### config.mk
export PLATFORM = sky130hd
export DESIGN_NAME = kernel_sort_seq
export DESIGN_NICKNAME = d
export VERILOG_FILES = /design/src/rtl/kernel_sort_seq.sv
export SDC_FILE = /design/constraint.sdc
export NUM_CORES = 1
export LEC_CHECK = 0
export CAP_MARGIN = 20
export CORE_AREA = 3 3 91 93
export CTS_CLUSTER_SIZE = 14
export DETAILED_ROUTE_END_ITERATION = 10
export DIE_AREA = 0 0 94 96
export PLACE_DENSITY_LB_ADDON = 0.08
export SKIP_LAST_GASP = 1
export SYNTH_ARGS = -nofsm -noshare
export SYNTH_HDL_FRONTEND = slang
export SYNTH_SLANG_ARGS = --single-unit
### constraint.sdc
create_clock -name clk -period 4.5 [get_ports clk]
set_clock_uncertainty 0.2 [all_clocks]
set_input_delay 0.675 -clock clk [delete_from_list [all_inputs] [get_ports clk]]
set_output_delay 0.675 -clock clk [all_outputs]
set_load 0.005 [all_outputs]
### src/rtl/kernel_sort_seq.sv
// kernel_sort_seq: sequential odd-even transposition sorter for sign-magnitude
// Gabor kernel coefficients. It orders entries by ascending magnitude (ignoring the
// sign), keeps ties in their original order, and returns each entry's original index.
// Optional feature macro: KSORT_NZCOUNT_EN adds the nz_count output.
module kernel_sort_seq #(
  parameter int unsigned KERNEL_SIZE = 11,
  parameter int unsigned NUM_VALS    = 4,
  parameter int unsigned IDX_W       = $clog2(NUM_VALS)
) (
  input  logic                   clk,
  input  logic                   rst,
  input  logic                   in_valid,
  output logic                   in_ready,
  input  logic [KERNEL_SIZE-1:0] kernel   [0:NUM_VALS-1],
  output logic                   out_valid,
  input  logic                   out_ready,
  output logic [KERNEL_SIZE-1:0] sort_out [0:NUM_VALS-1],
  output logic [IDX_W-1:0]       sel      [0:NUM_VALS-1],
  output logic                   busy
`ifdef KSORT_NZCOUNT_EN
  ,
  output logic [$clog2(NUM_VALS+1)-1:0] nz_count
`endif
);

  localparam int unsigned PH_W  = (NUM_VALS > 1) ? $clog2(NUM_VALS) : 1;
  localparam int unsigned MAG_W = KERNEL_SIZE - 1;

  typedef enum logic [1:0] {StIdle, StSort, StDone} state_e;

  state_e                 state_q, state_d;
  logic [PH_W-1:0]        phase_q, phase_d;
  logic [KERNEL_SIZE-1:0] work_q [0:NUM_VALS-1];
  logic [KERNEL_SIZE-1:0] work_d [0:NUM_VALS-1];
  logic [IDX_W-1:0]       tag_q  [0:NUM_VALS-1];
  logic [IDX_W-1:0]       tag_d  [0:NUM_VALS-1];
  logic                   capture;
  logic                   last_phase;

  assign capture    = (state_q == StIdle) && in_valid;
  assign last_phase = (phase_q == PH_W'(NUM_VALS - 1));

  // Control FSM: next state, phase counter and state-decoded handshake outputs.
  always_comb begin
    state_d   = state_q;
    phase_d   = phase_q;
    in_ready  = 1'b0;
    out_valid = 1'b0;
    busy      = 1'b0;
    case (state_q)
      StIdle: begin
        in_ready = 1'b1;
        if (in_valid) begin
          state_d = StSort;
          phase_d = '0;
        end
      end
      StSort: begin
        busy    = 1'b1;
        phase_d = phase_q + PH_W'(1);
        if (last_phase) begin
          state_d = StDone;
        end
      end
      StDone: begin
        busy      = 1'b1;
        out_valid = 1'b1;
        if (out_ready) begin
          state_d = StIdle;
        end
      end
      default: state_d = StIdle;
    endcase
  end

  // State register.
  always_ff @(posedge clk or posedge rst) begin
    if (rst) begin
      state_q <= StIdle;
      phase_q <= '0;
    end else begin
      state_q <= state_d;
      phase_q <= phase_d;
    end
  end

  // Working registers: load on capture, then one compare-exchange phase per cycle.
  // Pairs within a phase are disjoint, so every pair reads the registered values.
  always_comb begin
    work_d = work_q;
    tag_d  = tag_q;
    if (capture) begin
      for (int i = 0; i < int'(NUM_VALS); i++) begin
        work_d[i] = kernel[i];
        tag_d[i]  = IDX_W'(i);
      end
    end else if (state_q == StSort) begin
      for (int i = 0; i < int'(NUM_VALS) - 1; i++) begin
        // Strict compare keeps equal magnitudes in place, which makes the sort stable.
        if (((i % 2) == int'(phase_q[0])) &&
            (work_q[i][MAG_W-1:0] > work_q[i+1][MAG_W-1:0])) begin
          work_d[i]   = work_q[i+1];
          work_d[i+1] = work_q[i];
          tag_d[i]    = tag_q[i+1];
          tag_d[i+1]  = tag_q[i];
        end
      end
    end
  end

  // Working register storage; tags reset to the identity permutation.
  always_ff @(posedge clk or posedge rst) begin
    if (rst) begin
      for (int i = 0; i < int'(NUM_VALS); i++) begin
        work_q[i] <= '0;
        tag_q[i]  <= IDX_W'(i);
      end
    end else begin
      work_q <= work_d;
      tag_q  <= tag_d;
    end
  end

  assign sort_out = work_q;
  assign sel      = tag_q;

`ifdef KSORT_NZCOUNT_EN
  localparam int unsigned NZ_W = $clog2(NUM_VALS + 1);

  logic [NZ_W-1:0] nz_q, nz_d;

  // Count nonzero input magnitudes; the count is only latched on the capture edge.
  always_comb begin
    nz_d = nz_q;
    if (capture) begin
      nz_d = '0;
      for (int i = 0; i < int'(NUM_VALS); i++) begin
        if (kernel[i][MAG_W-1:0] != '0) begin
          nz_d = nz_d + NZ_W'(1);
        end
      end
    end
  end

  // Nonzero count register.
  always_ff @(posedge clk or posedge rst) begin
    if (rst) begin
      nz_q <= '0;
    end else begin
      nz_q <= nz_d;
    end
  end

  assign nz_count = nz_q;
`endif

endmodule

==> reports/results.txt, run 1 <==
Vias -> 3,396
Commonest cells after routing, fill and taps aside -> clkdlybuf4s50_1, dfrtp_1, inv_1, nand2_1, ha_1
Largest net degree at the start of global routing -> 36
Post CTS Setup Buffer Count -> 0
Die width -> 94 um
Crit path max fanout -> 24
Initial DRC Count -> 219
Register area -> 1406 um^2
H-tree levels -> 2
Met1 wire length -> 4422 um
Tightest Pin Transition -> 921.5 ps
Status -> finished clean
Period utilization -> 76.24%
Final wirelength -> 10,260 um
DRC violations left -> 0
Post-synthesis register bit count -> 56
Post-synth EDFFs -> 0
Drt via density -> 5.756
Post-CTS Resized -> 0
DR top layer -> met4
Commonest non-fill, non-tap cell in the layout -> clkdlybuf4s50_1
CP endpoint kind -> register
Sink Count -> 56
Sequential fraction of the synthesis area -> 37.57%
DP Area -> 4837 um^2
Setup TNS -> 0 ps
Routed WL per cell -> 17.40 um
Final Setup Violations -> 0
Layout area overhead -> 31.72%
Row count -> 32
First-pass GRT wire length -> 16,990 um
TritonCTS clock tree -> built
Pleak -> 2.196 nW
Ys flop type -> dfrtp_1
Met2 Wirelength -> 5140 um
FFs w/ async S/R, synth -> 100.0%
FILL cells -> 638
Worst skew pair latency -> 320 ps
Hold Buf Count CTS -> 0
Vias in the first global route -> 3,419
Post-synth cell types -> 39
RSZ-0062 raised after global routing -> false
Chip Height -> 96 um
Layout cells sized above 1 -> 8.197%
YS warnings -> 0
Hold Crit Class -> register to register
Cts bufs inserted -> 5
Critical Path AT -> 3440 ps
PD cells -> 736.0 nW/um^2
Total length of routed met3 wires -> 506 um
Slew Limit Headroom -> 38.57%
Core Area -> 7607 um^2
Die ar. -> 9024 um^2
F_max -> 291.5 MHz
DRT Pass-1 Iters -> 5
Min Clock Period, post-route -> 3431 ps
Crit path kind -> register to register
GPL Wtd Cong -> 0.8692
Slew Viols, Final -> 0
VDD IR max -> 0.3981 mV
Ant diodes -> 0
Gr usage total -> 23.75%
Crit path required time -> 4510 ps
Cell Area, Synth -> 3744 um^2
Count of final hold-check violations -> 0
Final Net Count -> 569
DRT antenna net count -> 0
Port buffer count -> 102
Mapped Cells -> 395
Gr ovfl total -> 0
Multi-input logic area -> 2049 um^2
Antenna violations before repair -> 0
Final Cell Area -> 4931 um^2
Startpoint types -> register
CTS Root Cell -> clkbuf_8
Post-DP HPWL -> 7845 um
Initial Util -> 49.21%
Mean Syn Cell Area -> 9.477 um^2
Clock-pin transition on the worst setup and hold timing paths -> 100 ps
I/O pin total -> 103
CTS Buffer Depth -> 2
Maxcap violations -> 0
Synth Net Count -> 477
[Yosys cell counts, drive strengths merged (6+ instances only)]
| library cell | instances | share of area [%] |
|---|---|---|
| a211oi | 6 | 1.9 |
| a21oi | 20 | 2.7 |
| a221o | 12 | 3.2 |
| a222oi | 11 | 2.9 |
| and3 | 11 | 1.8 |
| buf | 7 | 1.4 |
| clkbuf | 19 | 1.9 |
| dfrtp | 52 | 35 |
| ha | 34 | 11 |
| inv | 44 | 4.4 |
| mux2 | 16 | 4.8 |
| mux2i | 26 | 7.0 |
| nand2 | 34 | 3.4 |
| nand4 | 17 | 2.8 |
| nor2 | 26 | 2.6 |
| o211ai | 11 | 2.2 |
| o21ai | 17 | 2.3 |
[per-stage QoR]
step / instances / setup WS (ps) / utilization (%) / power [mW] / hold slack, ps
after global placement: 582 / 1186 / 63.59 / 3.274 / 278.0
after floorplan: 395 / 1618 / - / 2.453 / 269.8
final: 590 / 1069 / 64.82 / 3.629 / 314.0
after global routing: 590 / 884.5 / 64.82 / 3.963 / 332.5
after detailed placement: 582 / 1117 / 63.59 / 3.336 / 295.0
after CTS: 590 / 1093 / 64.82 / 3.647 / 317.5
[kinds of logic after synthesis]
| group | synth area share, % |
|---|---|
| AND/OR/NAND/NOR | 13.03 |
| AO/OA/AOI/OAI | 18.55 |
| buffers and inverters | 7.720 |
| flip-flops | 37.57 |
| multiplexers | 11.76 |
| adder cells (fa/ha/maj) | 11.36 |
[flip-flops by register name (all words and copies together) (netlist names)]
register  cells
state_q       2
phase_q       2
sort_out     44
sel           8
[worst paths after layout]
path	startpoint	endpoint	slack, ps	cells past startpoint
max	sort_out[18]	sort_out[30]	1070	7
min in group asynchronous	rst	sel[7]	510	2
max reg2reg	sort_out[18]	sort_out[30]	1070	7
min reg2reg	phase_q[1]	phase_q[1]	310	1
max in group asynchronous	rst	sel[4]	2750	3
min	phase_q[1]	phase_q[1]	310	1
[critical path, cell delays in order, from the launching register on]
cell and delay, ps:
dfrtp_1 450, inv_1 100, ha_1 310, nand4_1 140
o31a_1 620, and2_1 400, a211oi_4 680, mux2_2 410
[power breakdown]
part,internal [mW],leakage (nW),switching [mW]
logic,1.18,1.45,1.12
clock network,0.126,0.0445,0.172
registers,0.747,0.700,0.285
total,2.05,2.20,1.58
[area by class of cell]
class / instances / share of cell area (%)
repair buffers: 111 / 22.08
flip-flops and latches: 56 / 28.52
inverters: 44 / 3.349
well taps: 102 / 2.588
clock buffers: 7 / 1.751
clock inverters: 1 / 0.1522
multi-input cells: 269 / 41.56
[per-layer routing]
layer	global-route usage [%]	vias up
li1	-	1621
met5	0	-
met1	30.23	1660
met3	3.753	16
met4	6.619	0
met2	41.87	99
(Power assumes the default switching activity.)
==> run 2: changes to the inputs <==
Settings changed: CORE_AREA 3 3 91 93 to 3 3 92 94, DIE_AREA 0 0 94 96 to 0 0 95 97.
Clock period 4.5 ns to 3.3 ns, I/O delays scaled along.
==> run 2 against run 1 <==
Against the previous run:
- sequential share of layout area decreased by 0.37 points
- count of clock-buffer cells in the layout unchanged
- highest routed layer unchanged
- fmax increased by 11%
- sequential power increased by 38%
- setup slack got worse by 870 ps
==> reports/results.txt, run 2 (same netlist as run 1, synthesis figures left out) <==
H-tree levels -> 2
F_max -> 322.9 MHz
Crit path required time -> 3310 ps
Post-Layout Cell Count -> 597
GPL Wtd Cong -> 0.8761
I/O pin total -> 103
Core Area -> 7727 um^2
R2R Setup Slk -> 200 ps
Die width -> 95 um
Comb power frac -> 64.0%
Gr usage total -> 24.19%
Gr ovfl total -> 0
Clock-pin transition on the worst setup and hold timing paths -> 100 ps
Met2 Use GR -> 39.75%
Met1 usage -> 32.85%
RSZ-0062 raised after global routing -> false
Vias in the first global route -> 3,484
Initial Util -> 48.45%
Hold Crit Depth -> 1
Final Cell Area -> 4996 um^2
Antenna violations before repair -> 0
Hold Crit Class -> register to register
Final Setup Violations -> 0
Vias -> 3,409
Startpoint types -> register
Hold slack -> 321.8 ps
Routing usage on met3 -> 4.121%
Min Clock Period, post-route -> 3097 ps
DRC violations left -> 0
Post CTS Setup Buffer Count -> 0
Die ar. -> 9215 um^2
Ant diodes -> 0
R2R Path Start -> sort_out[16]
Pleak -> 2.235 nW
DP Worst Slack -> 229.2 ps
Routed WL per cell -> 18.04 um
Sink Count -> 56
Pint -> 2.848 mW
Reg-to-reg endpoint -> sort_out[29]
Net Sw Frac -> 43.56%
First-pass GRT wire length -> 17,750 um
Post-CTS Resized -> 0
Status -> finished clean
Post-DP HPWL -> 8134 um
Maxcap violations -> 0
Commonest non-fill, non-tap cell in the layout -> clkdlybuf4s50_1
Period utilization -> 93.84%
Hold_sp -> phase_q[1]
Cts bufs inserted -> 5
CTS Buffer Depth -> 2
PD cells -> 1010 nW/um^2
VDD IR max -> 0.4970 mV
CTS Root Cell -> clkbuf_8
Slew Limit Headroom -> 38.45%
Placed insts -> 589
Count of final hold-check violations -> 0
Largest register FFs -> 44
Final core utilization -> 64.65%
Worst skew pair latency -> 310 ps
Switch Pwr -> 2.199 mW
DP Area -> 4902 um^2
Crit path max fanout -> 13
DRT antenna net count -> 0
CP endpoint kind -> register
Final Power -> 5.047 mW
Hold Buf Count CTS -> 0
Port buffer count -> 102
Final wirelength -> 10,770 um
Largest net degree at the start of global routing -> 43
Sequential Power Share -> 28.1%
Hold Path Sink -> phase_q[1]
Row count -> 32
Commonest cells after routing, fill and taps aside -> clkdlybuf4s50_1, dfrtp_1, inv_1, nand2_1, ha_1
FF-to-FF path depth -> 9
DRT Pass-1 Iters -> 6
Final Net Count -> 576
Slew Viols, Final -> 0
FILL cells -> 678
Setup TNS -> 0 ps
Drt via density -> 5.710
Clock power share -> 8.0%
Chip Height -> 97 um
Initial DRC Count -> 184
Layout cells sized above 1 -> 9.495%
Critical Path AT -> 3100 ps
Layout area overhead -> 33.46%
Final WS setup -> 203.4 ps
TritonCTS clock tree -> built
Crit path kind -> register to register
Tightest Pin Transition -> 919.9 ps
Grt peak-use layer -> met2
run 2: power groups by stage:
stage	Clock, mW	Combinational, mW	Sequential (mW)
after global placement	0	3.15	1.41
after CTS	0.405	3.24	1.41
after floorplan	0	2.02	1.32
final	0.402	3.23	1.42
after detailed placement	0	3.22	1.42
after global routing	0.434	3.62	1.46
run 2: critical path, stage by stage, from the launching register on:
cell,delay (ps)
dfrtp_1,480
inv_1,120
ha_1,350
a21oi_1,150
o21ai_0,120
a2111o_1,440
and2_1,250
a211oi_4,240
buf_4,270
mux2_2,360
run 2: worst max-delay path by stage:
stage / startpoint / to / cells past startpoint
2_1_floorplan: sort_out[18] / sel[5] / 10
4_1_cts: sort_out[16] / sort_out[27] / 9
3_5_place_dp: sort_out[16] / sort_out[27] / 9
3_3_place_gp: sort_out[16] / sort_out[27] / 9
5_1_grt: sort_out[16] / sort_out[22] / 9
6_report: sort_out[16] / sort_out[29] / 9
run 2: layout make-up:
| class | instances | area [um^2] | share of cell area (%) |
|---|---|---|---|
| Tap cell | 102 | 127.6 | 2.554 |
| Clock inverter | 1 | 7.507 | 0.1503 |
| Clock buffer | 7 | 86.33 | 1.728 |
| Sequential cell | 56 | 1406 | 28.15 |
| Multi-Input combinational cell | 269 | 2049 | 41.02 |
| Inverter | 44 | 165.2 | 3.306 |
| Timing Repair Buffer | 118 | 1154 | 23.09 |
run 2: per-layer routing:
layer	up-vias	wire (um)
met5	-	0
met4	0	185
met3	16	576
met2	110	5291
met1	1651	4716
li1	1632	-
